File: src/rtl/fifo_word_packer.sv
// Packs W-bit entries from a first-word-fall-through FIFO into N-entry words with
// a per-byte keep mask. A flush closes the current partial word and marks it last.
module fwp_lane #(
  parameter int W = 8
) (
  input  logic         clk,
  input  logic         rst_n,
  input  logic         we,
  input  logic [W-1:0] d,
  output logic [W-1:0] q
);
  always_ff @(posedge clk or negedge rst_n) begin
    if (!rst_n)  q <= '0;
    else if (we) q <= d;
  end
endmodule

module fifo_word_packer #(
  parameter int W = 8,
  parameter int N = 4
) (
  input  logic           clk,
  input  logic           rst_n,
  input  logic           empty,
  input  logic [W-1:0]   data_out,
  output logic           ren,
  input  logic           flush,
  output logic           m_valid,
  input  logic           m_ready,
  output logic [N*W-1:0] m_data,
  output logic [N-1:0]   m_keep,
  output logic           m_last
);
  localparam int CW = $clog2(N);
  localparam logic [CW-1:0] LAST = CW'(N-1);

  typedef enum logic {ACCUM, FLUSH} state_t;

  state_t                  state_q, state_d;
  logic [CW-1:0]           cnt_q, cnt_d;
  logic [N-2:0][W-1:0]     acc_q;
  logic [N-2:0]            lane_we;
  logic                    mv_q, mv_d, ml_q, ml_d;
  logic [N*W-1:0]          md_q, md_d;
  logic [N-1:0]            mk_q, mk_d;
  logic                    out_free, full;

  for (genvar g = 0; g < N-1; g++) begin : g_lane
    fwp_lane #(.W(W)) u_lane (
      .clk   (clk),
      .rst_n (rst_n),
      .we    (lane_we[g]),
      .d     (data_out),
      .q     (acc_q[g])
    );
  end

  always_comb begin
    out_free = !mv_q | m_ready;
    full     = (cnt_q == LAST);
    state_d  = state_q;
    cnt_d    = cnt_q;
    mv_d     = mv_q & !m_ready;
    md_d     = md_q;
    mk_d     = mk_q;
    ml_d     = ml_q;
    lane_we  = '0;
    ren      = 1'b0;
    case (state_q)
      ACCUM: begin
        // rst_n gating keeps ren low while reset is held, since ren is combinational
        ren = rst_n & !empty & !(full & !out_free);
        if (ren) begin
          if (full) begin
            for (int i = 0; i < N-1; i++) md_d[i*W +: W] = acc_q[i];
            md_d[(N-1)*W +: W] = data_out;
            mk_d  = '1;
            ml_d  = flush;
            mv_d  = 1'b1;
            cnt_d = '0;
          end else begin
            for (int i = 0; i < N-1; i++) lane_we[i] = (cnt_q == CW'(i));
            cnt_d = cnt_q + CW'(1);
          end
        end
        if (flush) state_d = FLUSH;
      end
      FLUSH: begin
        if (cnt_q == '0) begin
          state_d = ACCUM;
        end else if (out_free) begin
          md_d = '0;
          mk_d = '0;
          for (int i = 0; i < N-1; i++) begin
            if (CW'(i) < cnt_q) begin
              md_d[i*W +: W] = acc_q[i];
              mk_d[i]        = 1'b1;
            end
          end
          ml_d    = 1'b1;
          mv_d    = 1'b1;
          cnt_d   = '0;
          state_d = ACCUM;
        end
      end
      default: state_d = ACCUM;
    endcase
  end

  always_ff @(posedge clk or negedge rst_n) begin
    if (!rst_n) begin
      state_q <= ACCUM;
      cnt_q   <= '0;
      mv_q    <= 1'b0;
      md_q    <= '0;
      mk_q    <= '0;
      ml_q    <= 1'b0;
    end else begin
      state_q <= state_d;
      cnt_q   <= cnt_d;
      mv_q    <= mv_d;
      md_q    <= md_d;
      mk_q    <= mk_d;
      ml_q    <= ml_d;
    end
  end

  assign m_valid = mv_q;
  assign m_data  = md_q;
  assign m_keep  = mk_q;
  assign m_last  = ml_q;
endmodule

File: config.mk
export PLATFORM = sky130hd
export DESIGN_NAME = fifo_word_packer
export DESIGN_NICKNAME = d
export VERILOG_FILES = /design/src/rtl/fifo_word_packer.sv
export SDC_FILE = /design/constraint.sdc
export NUM_CORES = 1
export LEC_CHECK = 0
export CAP_MARGIN = 30
export CORE_MARGIN = 10
export CORE_UTILIZATION = 55
export CTS_CLUSTER_DIAMETER = 120
export CTS_CLUSTER_SIZE = 40
export DETAILED_ROUTE_END_ITERATION = 8
export DONT_BUFFER_PORTS = 1
export PLACE_DENSITY = 0.7
export SLEW_MARGIN = 10
export SYNTH_ARGS = -nofsm -noshare
export SYNTH_HDL_FRONTEND = slang
export SYNTH_SLANG_ARGS = --single-unit
File: constraint.sdc
create_clock -name clk -period 2.4 [get_ports clk]
set_clock_uncertainty 0.15 [all_clocks]
set_input_delay 0.12 -clock clk [delete_from_list [all_inputs] [get_ports clk]]
set_output_delay 0.12 -clock clk [all_outputs]
set_load 0.1 [all_outputs]
==> results.sh, run 1 <==
export IMPL_fp_coreArea_sq_um=5510
export IMPL_grt_pass1_vias=2336
export IMPL_io_buffers=0
export IMPL_cp_data_arrival_time_ns=2.16
export IMPL_hp_class="in -> reg"
export IMPL_io_pins=52
export IMPL_synth_top_area_frac=0.520
export IMPL_synthMuxAreaShare=0.183
export IMPL_syn_cell_area_sq_um=3130
export IMPL_syn_area_per_cell_sq_um=12.3
export IMPL_synth_top_family_by_area="multiplexers"
export IMPL_finalHoldViolCount=0
export IMPL_ctsResizeCount=0
export IMPL_viasPerCell=5.62
export IMPL_synth_area_leaders="dfrtp_1, mux2_4, a22oi_1"
export IMPL_min_path_cells=3
export IMPL_status="finished, final reports clean"
export IMPL_fp_dieW_um=95.4
export IMPL_clk_latency_ns=0.33
export IMPL_slew_viol_final=0
export IMPL_htree_levels=3
export IMPL_wl_per_cell_um=19.5
export IMPL_timing_worst_setup_path_type="reg -> reg"
export IMPL_antenna_found_initial=1
export IMPL_clk_pin_slew_ns=0.07
export IMPL_ys_warn_count=0
export IMPL_cts_buffers=9
export IMPL_syn_num_nets=273
export IMPL_grtUsageTotal=0.175
export IMPL_area_delta_synth_final_pct=24.0
export IMPL_drc=0
export IMPL_via_count=2186
export IMPL_tns_ns=0
export IMPL_dp_hpwl_um=4890
export IMPL_cts_tree="built"
export IMPL_drive_above_1_share=0.335
export IMPL_drt_wl_total_um=7570
export IMPL_r2r_end="g_lane[0].u_lane.q[4]$_DFFE_PN0P_"
export IMPL_post_cts_buffers=0
export IMPL_yosysTopAreaCell="dfrtp_1"
export IMPL_postRouteAntennaNets=0
export IMPL_grt_start_max_net_pins=68
export IMPL_synth_compound_area_frac=0.146
export IMPL_die_h_um=95.4
export IMPL_endpoint_kind="flop"
export IMPL_startpoint_type="flop"
export IMPL_nNetsFinal=331
export IMPL_utilization=0.704
export IMPL_worstReg2RegStart="cnt_q[0]$_DFFE_PN0P_"
export IMPL_rows=27
export IMPL_cts_path_max_buffers=2
export IMPL_ys_flop_type="dfrtp_1"
export IMPL_place_gp_congestion=0.819
export IMPL_critPathMaxFanout=8
export IMPL_r2r_setup_slack_ns=0.32
export IMPL_final_cells=389
export IMPL_start_util=0.568
export IMPL_ys_seq_area_frac=0.520
export IMPL_rsz0062_at_grt="false"
export IMPL_first_pass_iters=4
export IMPL_cts_root_buf="clkbuf_8"
export IMPL_tightest_slew_ns=0.514
export IMPL_ys_seq_elements=65
export IMPL_cp_required_ns=2.47
export IMPL_die_area_sq_um=9100
export IMPL_min_from="empty"
export IMPL_fmax_mhz=480
export IMPL_holdPathEnd="cnt_q[0]$_DFFE_PN0P_"
export IMPL_cts_hold_buf=14
export IMPL_synth_xor_area_frac=0
export IMPL_drt_iter0_markers=165
export IMPL_async_flop_share=1.00
export IMPL_place_inst=359
export IMPL_finalCriticalPeriod_ns=2.08
export IMPL_synth_edff_count=0
export IMPL_synth_simple_area_share=0.0893
export IMPL_overflow=0
export IMPL_whs_ns=0.0101
export IMPL_setup_viol=0
export IMPL_yosysMostFrequentCell="dfrtp_1"
export IMPL_yosysUniqueCellTypes=33
export IMPL_syn_instance_count=254
export IMPL_synth_top_cells_by_count="dfrtp_1, a22oi_1, mux2_4"
export IMPL_clock_sinks=65
export IMPL_reg2regPathDepth=4
export IMPL_synthAdderAreaFrac=0.0240
export IMPL_fillers=376
export IMPL_grt_pass1_wl_um=12300
export IMPL_maxCapViolCount=0
export IMPL_finalCritPeriodShare=0.869
export IMPL_slew_headroom=0.657
==> layout by cell type (no fill, tap or decap), types with 3 or more instances in the layout <==
cell	instances
a21oi_1	22
a22oi_1	32
and3_1	3
buf_4	50
clkbuf_8	10
dfrtp_1	64
dlygate4sd3_1	13
ha_1	6
inv_1	3
mux2_4	32
mux2i_1	9
nand2_1	17
nand2b_1	5
nand3_1	9
nor2_1	3
nor3_1	5
o21ai_1	10
==> cell type report <==
cell class | count | area (sq um) | share of cell area
flip-flops and latches | 65 | 1630 | 0.420
multi-input cells | 168 | 1380 | 0.356
repair buffers | 65 | 553 | 0.143
clock buffers | 12 | 145 | 0.0375
well taps | 72 | 90.1 | 0.0232
clock inverters | 3 | 65.1 | 0.0168
inverters | 3 | 11.3 | 0.00291
diodes | 1 | 2.50 | 0.000646
==> registers in the layout, indices dropped and copies added (netlist names) <==
name / count
g_lane.u_lane.q: 24
m_last: 1
cnt_q: 2
m_valid: 1
m_data: 32
state_q: 1
m_keep: 4
==> metal layers <==
metal | wire [um] | vias up | GRT usage | share of wire
met5 | 0 | - | 0 | 0
met4 | 123 | 0 | 0.0774 | 0.016
met3 | 656 | 11 | 0.0723 | 0.087
met2 | 3580 | 66 | 0.270 | 0.47
met1 | 3210 | 1064 | 0.211 | 0.42
li1 | - | 1045 | - | -
==> critical path, cell delays in order (launching register included) <==
cell     delay [ns]
dfrtp_1        0.44
ha_1           0.30
a21oi_2        0.22
and3_1         0.51
mux2_4         0.35
==> logic make-up after synthesis <==
group | after synthesis
flops | 65
compound gates | 70
simple gates | 51
buf+inv | 21
fa+ha+maj | 6
mux | 41
==> worst max path at each step <==
stage,start,endpoint,slack [ns]
floorplan,m_valid$_DFF_PN0_,ren,0.06
global placement,cnt_q[0]$_DFFE_PN0P_,g_lane[0].u_lane.q[4]$_DFFE_PN0P_,0.38
detailed placement,cnt_q[0]$_DFFE_PN0P_,g_lane[0].u_lane.q[0]$_DFFE_PN0P_,0.32
CTS,cnt_q[0]$_DFFE_PN0P_,g_lane[0].u_lane.q[4]$_DFFE_PN0P_,0.31
global route,cnt_q[0]$_DFFE_PN0P_,g_lane[0].u_lane.q[4]$_DFFE_PN0P_,0.17
finish,cnt_q[0]$_DFFE_PN0P_,g_lane[0].u_lane.q[4]$_DFFE_PN0P_,0.32
==> through the flow <==
step,setup slack [ns],instance area [sq um]
after floorplan,0.0564,3130
after global placement,0.381,3500
after detailed placement,0.323,3500
after CTS,0.308,3870
after global routing,0.171,3870
final,0.315,3870
Power of run 1 is left out: the tool's default activity adds up to more than one toggle a clock period on the data nets, which glitch-free logic cannot reach.
==> inputs of run 2 (changes only) <==
--- a/config.mk
+++ b/config.mk
@@ -6,8 +6,8 @@
 export NUM_CORES = 1
 export LEC_CHECK = 0
 export CAP_MARGIN = 30
-export CORE_MARGIN = 10
 export CORE_UTILIZATION = 55
+export CTS_BUF_LIST = sky130_fd_sc_hd__clkbuf_2 sky130_fd_sc_hd__clkbuf_4 sky130_fd_sc_hd__clkbuf_8
 export CTS_CLUSTER_DIAMETER = 120
 export CTS_CLUSTER_SIZE = 40
 export DETAILED_ROUTE_END_ITERATION = 8
==> run 2 against run 1 <==
Effect of this change: utilization decreased by 0.32 points; via count increased by 3.0%; hold slack improved by 0.0097 ns; non-clock buffer count decreased by 5; routed wire length decreased by 4.6%; design area decreased by 0.45%; critical path depth unchanged; critical path type unchanged.
==> results.sh, run 2 (synthesis gave the netlist of run 1 again) <==
export IMPL_critPathMaxFanout=45
export IMPL_drc=0
export IMPL_place_gp_congestion=0.826
export IMPL_crit_top_cell="buf_4"
export IMPL_drive_above_1_share=0.331
export IMPL_fmax_mhz=474
export IMPL_startpoint_type="flop"
export IMPL_cp_required_ns=2.46
export IMPL_r2r_setup_slack_ns=0.29
export IMPL_worstReg2RegStart="state_q$_DFF_PN0_"
export IMPL_die_area_sq_um=5990
export IMPL_slew_viol_final=0
export IMPL_crit_family="buffers and inverters"
export IMPL_die_h_um=77.4
export IMPL_cts_path_max_buffers=2
export IMPL_tns_ns=0
export IMPL_grtUsageTotal=0.265
export IMPL_timing_final_ws_setup_ns=0.290
export IMPL_diodes=0
export IMPL_area_delta_synth_final_pct=23.4
export IMPL_timing_worst_setup_path_type="reg -> reg"
export IMPL_drt_iter0_markers=155
export IMPL_clock_sinks=65
export IMPL_crit_chain="buf_4, buf_4, o22ai_1, dlygate4sd3_1"
export IMPL_io_pins=52
export IMPL_drt_met1_wl_um=3370
export IMPL_tightest_slew_ns=0.919
export IMPL_cts_root_buf="clkbuf_8"
export IMPL_start_util=0.568
export IMPL_largest_reg_flops=32
export IMPL_critPathBufInv=3
export IMPL_via_count=2252
export IMPL_final_area_sq_um=3860
export IMPL_rows=27
export IMPL_first_pass_iters=4
export IMPL_min_path_cells=3
export IMPL_dp_hpwl_um=4380
export IMPL_finalCritPeriodShare=0.879
export IMPL_endpoint_kind="flop"
export IMPL_slew_headroom=0.388
export IMPL_io_buffers=0
export IMPL_cp_data_arrival_time_ns=2.17
export IMPL_final_cell_mix="dfrtp_1, buf_4, a22oi_1, mux2_4, a21oi_1"
export IMPL_finalCriticalPeriod_ns=2.11
export IMPL_grt_start_max_net_pins=67
export IMPL_clk_latency_ns=0.34
export IMPL_grt_pass1_wl_um=11900
export IMPL_rsz0062_at_grt="false"
export IMPL_dr_wl_met3_um=319
export IMPL_nNetsFinal=326
export IMPL_place_ws_ns=0.295
export IMPL_grt_pass1_vias=2267
export IMPL_postRouteAntennaNets=0
export IMPL_cts_tree="built"
export IMPL_final_common_cell="dfrtp_1"
export IMPL_fp_dieW_um=77.4
export IMPL_reg2regPathDepth=4
export IMPL_hp_class="in -> reg"
export IMPL_fp_coreArea_sq_um=5510
export IMPL_wl_per_cell_um=18.9
export IMPL_drt_wl_total_um=7220
export IMPL_status="finished, final reports clean"
export IMPL_viasPerCell=5.88
export IMPL_cts_buffers=9
export IMPL_clk_pin_slew_ns=0.06
export IMPL_cp_slowest_cell="dlygate4sd3_1"
export IMPL_placed_area_sq_um=3470
export IMPL_met2WireLength_um=3430
export IMPL_dr_max_layer_used="met4"
export IMPL_holdPathEnd="cnt_q[0]$_DFFE_PN0P_"
export IMPL_max_stage_delay_ns=0.58
export IMPL_setup_viol=0
export IMPL_maxCapViolCount=0
export IMPL_r2r_end="state_q$_DFF_PN0_"
export IMPL_antenna_found_initial=0
export IMPL_overflow=0
export IMPL_min_from="rst_n"
export IMPL_htree_levels=3
export IMPL_finalHoldViolCount=0
-- run 2: worst reg2reg max path, delay by kind of cell, from the launching register on --
family / cells / cell delay (ns)
AO/OA/AOI/OAI: 1 / 0.18
flip-flops: 1 / 0.37
buffers and inverters: 3 / 1.29
-- run 2: repair_timing --
action | in CTS | in global routing
gates resized for setup | 0 | 0
setup buffers | 0 | 0
setup endpoints to repair | 0 | 0
hold endpoints to repair | 100 | 0
hold buffers | 14 | 0
-- run 2: how the worst max path moves through the flow --
stage / from / endpoint / slack (ns) / cells past startpoint
3_5_place_dp: cnt_q[0]$_DFFE_PN0P_ / g_lane[0].u_lane.q[4]$_DFFE_PN0P_ / 0.29 / 4
5_1_grt: cnt_q[0]$_DFFE_PN0P_ / m_last$_DFFE_PN0P_ / 0.16 / 4
4_1_cts: cnt_q[0]$_DFFE_PN0P_ / g_lane[0].u_lane.q[0]$_DFFE_PN0P_ / 0.31 / 4
3_3_place_gp: cnt_q[0]$_DFFE_PN0P_ / g_lane[0].u_lane.q[4]$_DFFE_PN0P_ / 0.40 / 4
6_report: state_q$_DFF_PN0_ / state_q$_DFF_PN0_ / 0.29 / 4
2_1_floorplan: m_valid$_DFF_PN0_ / ren / 0.06 / 4
-- run 2: area by class of cell --
type	count	area, sq um
multi-input cells	168	1380
fillers	393	1650
inverters	3	11.3
clock inverters	2	60.1
well taps	72	90.1
repair buffers	60	515
flip-flops and latches	65	1630
clock buffers	13	173
-- run 2: through the flow --
stage | cells | utilization | hold slack, ns
global route | 383 | 0.701 | 0.0367
detailed placement | 354 | 0.630 | -0.324
finish | 383 | 0.701 | 0.0198
global placement | 354 | 0.630 | -0.324
floorplan | 254 | - | -0.326
CTS | 383 | 0.701 | 0.0157
-- run 2: metal layers --
metal | vias to the layer above | GRT usage
li1 | 1032 | -
met1 | 1151 | 0.358
met2 | 57 | 0.407
met3 | 12 | 0.0553
met4 | 0 | 0.128
met5 | - | 0
Power of run 2 is left out for the same reason.
==> inputs of run 3 (changes only) <==
--- a/config.mk
+++ b/config.mk
@@ -6,6 +6,7 @@
 export NUM_CORES = 1
 export LEC_CHECK = 0
 export CAP_MARGIN = 30
+export CORE_MARGIN = 2
 export CORE_UTILIZATION = 55
 export CTS_BUF_LIST = sky130_fd_sc_hd__clkbuf_2 sky130_fd_sc_hd__clkbuf_4 sky130_fd_sc_hd__clkbuf_8
 export CTS_CLUSTER_DIAMETER = 120
==> run 3 against run 2 <==
Effect of this change: sequential cell count unchanged; critical path type unchanged; critical path depth unchanged; die area increased by 5.2%; via count decreased by 0.93%; non-clock buffer count increased by 1; fmax decreased by 0.68%; hold slack improved by 0.0034 ns; first-iteration DRC count increased by 28%.
==> results.sh, run 3 (synthesis gave the netlist of run 1 again) <==
export IMPL_status="finished, final reports clean"
export IMPL_slew_headroom=0.393
export IMPL_cp_data_arrival_time_ns=2.19
export IMPL_io_pins=52
export IMPL_rows=27
export IMPL_start_util=0.568
export IMPL_final_common_cell="dfrtp_1"
export IMPL_clk_latency_ns=0.34
export IMPL_place_inst=355
export IMPL_drt_wl_total_um=7100
export IMPL_cts_buffers=9
export IMPL_holdPathEnd="cnt_q[0]$_DFFE_PN0P_"
export IMPL_dp_hpwl_um=4570
export IMPL_antenna_found_initial=0
export IMPL_endpoint_kind="flop"
export IMPL_fmax_mhz=471
export IMPL_critPathMaxFanout=8
export IMPL_rsz0062_at_grt="false"
export IMPL_r2r_setup_slack_ns=0.28
export IMPL_finalCriticalPeriod_ns=2.12
export IMPL_slew_viol_final=0
export IMPL_area_delta_synth_final_pct=22.6
export IMPL_seq_area_sq_um=1630
export IMPL_drt_iter0_markers=199
export IMPL_grt_pass1_vias=2273
export IMPL_nNetsFinal=327
export IMPL_place_gp_congestion=0.893
export IMPL_cts_root_buf="clkbuf_8"
export IMPL_final_cells=384
export IMPL_drive_above_1_share=0.333
export IMPL_grtUsageTotal=0.246
export IMPL_tns_ns=0
export IMPL_finalHoldViolCount=0
export IMPL_setup_viol=0
export IMPL_min_path_cells=3
export IMPL_final_area_sq_um=3830
export IMPL_clk_pin_slew_ns=0.06
export IMPL_overflow=0
export IMPL_grt_start_max_net_pins=68
export IMPL_drc=0
export IMPL_tightest_slew_ns=0.910
export IMPL_multi_input_area_sq_um=1380
export IMPL_r2r_end="g_lane[0].u_lane.q[5]$_DFFE_PN0P_"
export IMPL_worstReg2RegStart="cnt_q[0]$_DFFE_PN0P_"
export IMPL_placed_area_sq_um=3470
export IMPL_min_from="empty"
export IMPL_timing_worst_setup_path_type="reg -> reg"
export IMPL_cp_required_ns=2.47
export IMPL_clock_sinks=65
export IMPL_grt_pass1_wl_um=11700
export IMPL_hp_class="in -> reg"
export IMPL_reg2regPathDepth=4
export IMPL_die_area_sq_um=6300
export IMPL_fp_dieW_um=79.4
export IMPL_io_buffers=0
export IMPL_final_cell_mix="dfrtp_1, buf_4, a22oi_1, mux2_4, a21oi_1"
export IMPL_largest_reg_flops=32
export IMPL_timing_final_ws_setup_ns=0.276
export IMPL_cts_tree="built"
export IMPL_place_ws_ns=0.286
export IMPL_cts_path_max_buffers=2
export IMPL_fp_coreArea_sq_um=5510
export IMPL_diodes=0
export IMPL_wl_per_cell_um=18.5
export IMPL_fillers=419
export IMPL_via_count=2231
export IMPL_maxCapViolCount=0
export IMPL_postRouteAntennaNets=0
export IMPL_first_pass_iters=4
export IMPL_die_h_um=79.4
export IMPL_startpoint_type="flop"
export IMPL_htree_levels=3
export IMPL_finalCritPeriodShare=0.885
export IMPL_viasPerCell=5.81
run 3: changes by cell type in the layout (fill, tap and decap cells not counted), sizes merged:
cell / change
clkbuf: -1
buf: +1
clkinv: +2
bufinv: -1
run 3: layout make-up:
class / instances / area share
sequential: 65 / 0.425
multi-input combinational: 168 / 0.360
timing repair buffer: 61 / 0.137
clock buffer: 12 / 0.0415
tap: 72 / 0.0235
clock inverter: 3 / 0.0105
inverter: 3 / 0.00294
run 3: through the flow:
| step | hold slack [ns] | utilization |
|---|---|---|
| 6_report | 0.0232 | 0.696 |
| 5_1_grt | 0.0639 | 0.696 |
| 4_1_cts | 0.0167 | 0.696 |
| 3_5_place_dp | -0.324 | 0.631 |
| 3_3_place_gp | -0.324 | 0.631 |
| 2_1_floorplan | -0.326 | - |
run 3: per-layer routing:
layer | GRT usage | vias up | wire (um)
met5 | 0 | - | 0
met2 | 0.381 | 78 | 3330
met4 | 0.0828 | 0 | 100
met1 | 0.334 | 1115 | 3220
li1 | - | 1029 | -
met3 | 0.0713 | 9 | 438
run 3: worst max-delay path by stage:
stage                                     from                                 to  slack [ns]
after floorplan              m_valid$_DFF_PN0_                                ren        0.06
after global placement    cnt_q[0]$_DFFE_PN0P_  g_lane[0].u_lane.q[1]$_DFFE_PN0P_        0.36
after detailed placement  cnt_q[0]$_DFFE_PN0P_  g_lane[0].u_lane.q[3]$_DFFE_PN0P_        0.29
after CTS                 cnt_q[0]$_DFFE_PN0P_  g_lane[0].u_lane.q[3]$_DFFE_PN0P_        0.28
after global routing      cnt_q[0]$_DFFE_PN0P_  g_lane[0].u_lane.q[6]$_DFFE_PN0P_        0.19
final                     cnt_q[0]$_DFFE_PN0P_  g_lane[0].u_lane.q[5]$_DFFE_PN0P_        0.28
run 3: critical path, cell delays in order, from the launching register on:
cell and delay, ns:
dfrtp_1 0.44, ha_1 0.30, a21oi_2 0.22, and3_1 0.55, mux2_4 0.35
run 3: timing repair:
item                                   CTS  global route
resized for setup                        0             0
hold buffers                            14             0
buffers inserted                         0             0
endpoints found under the hold margin  101             0
Power of run 3 is left out for the same reason.
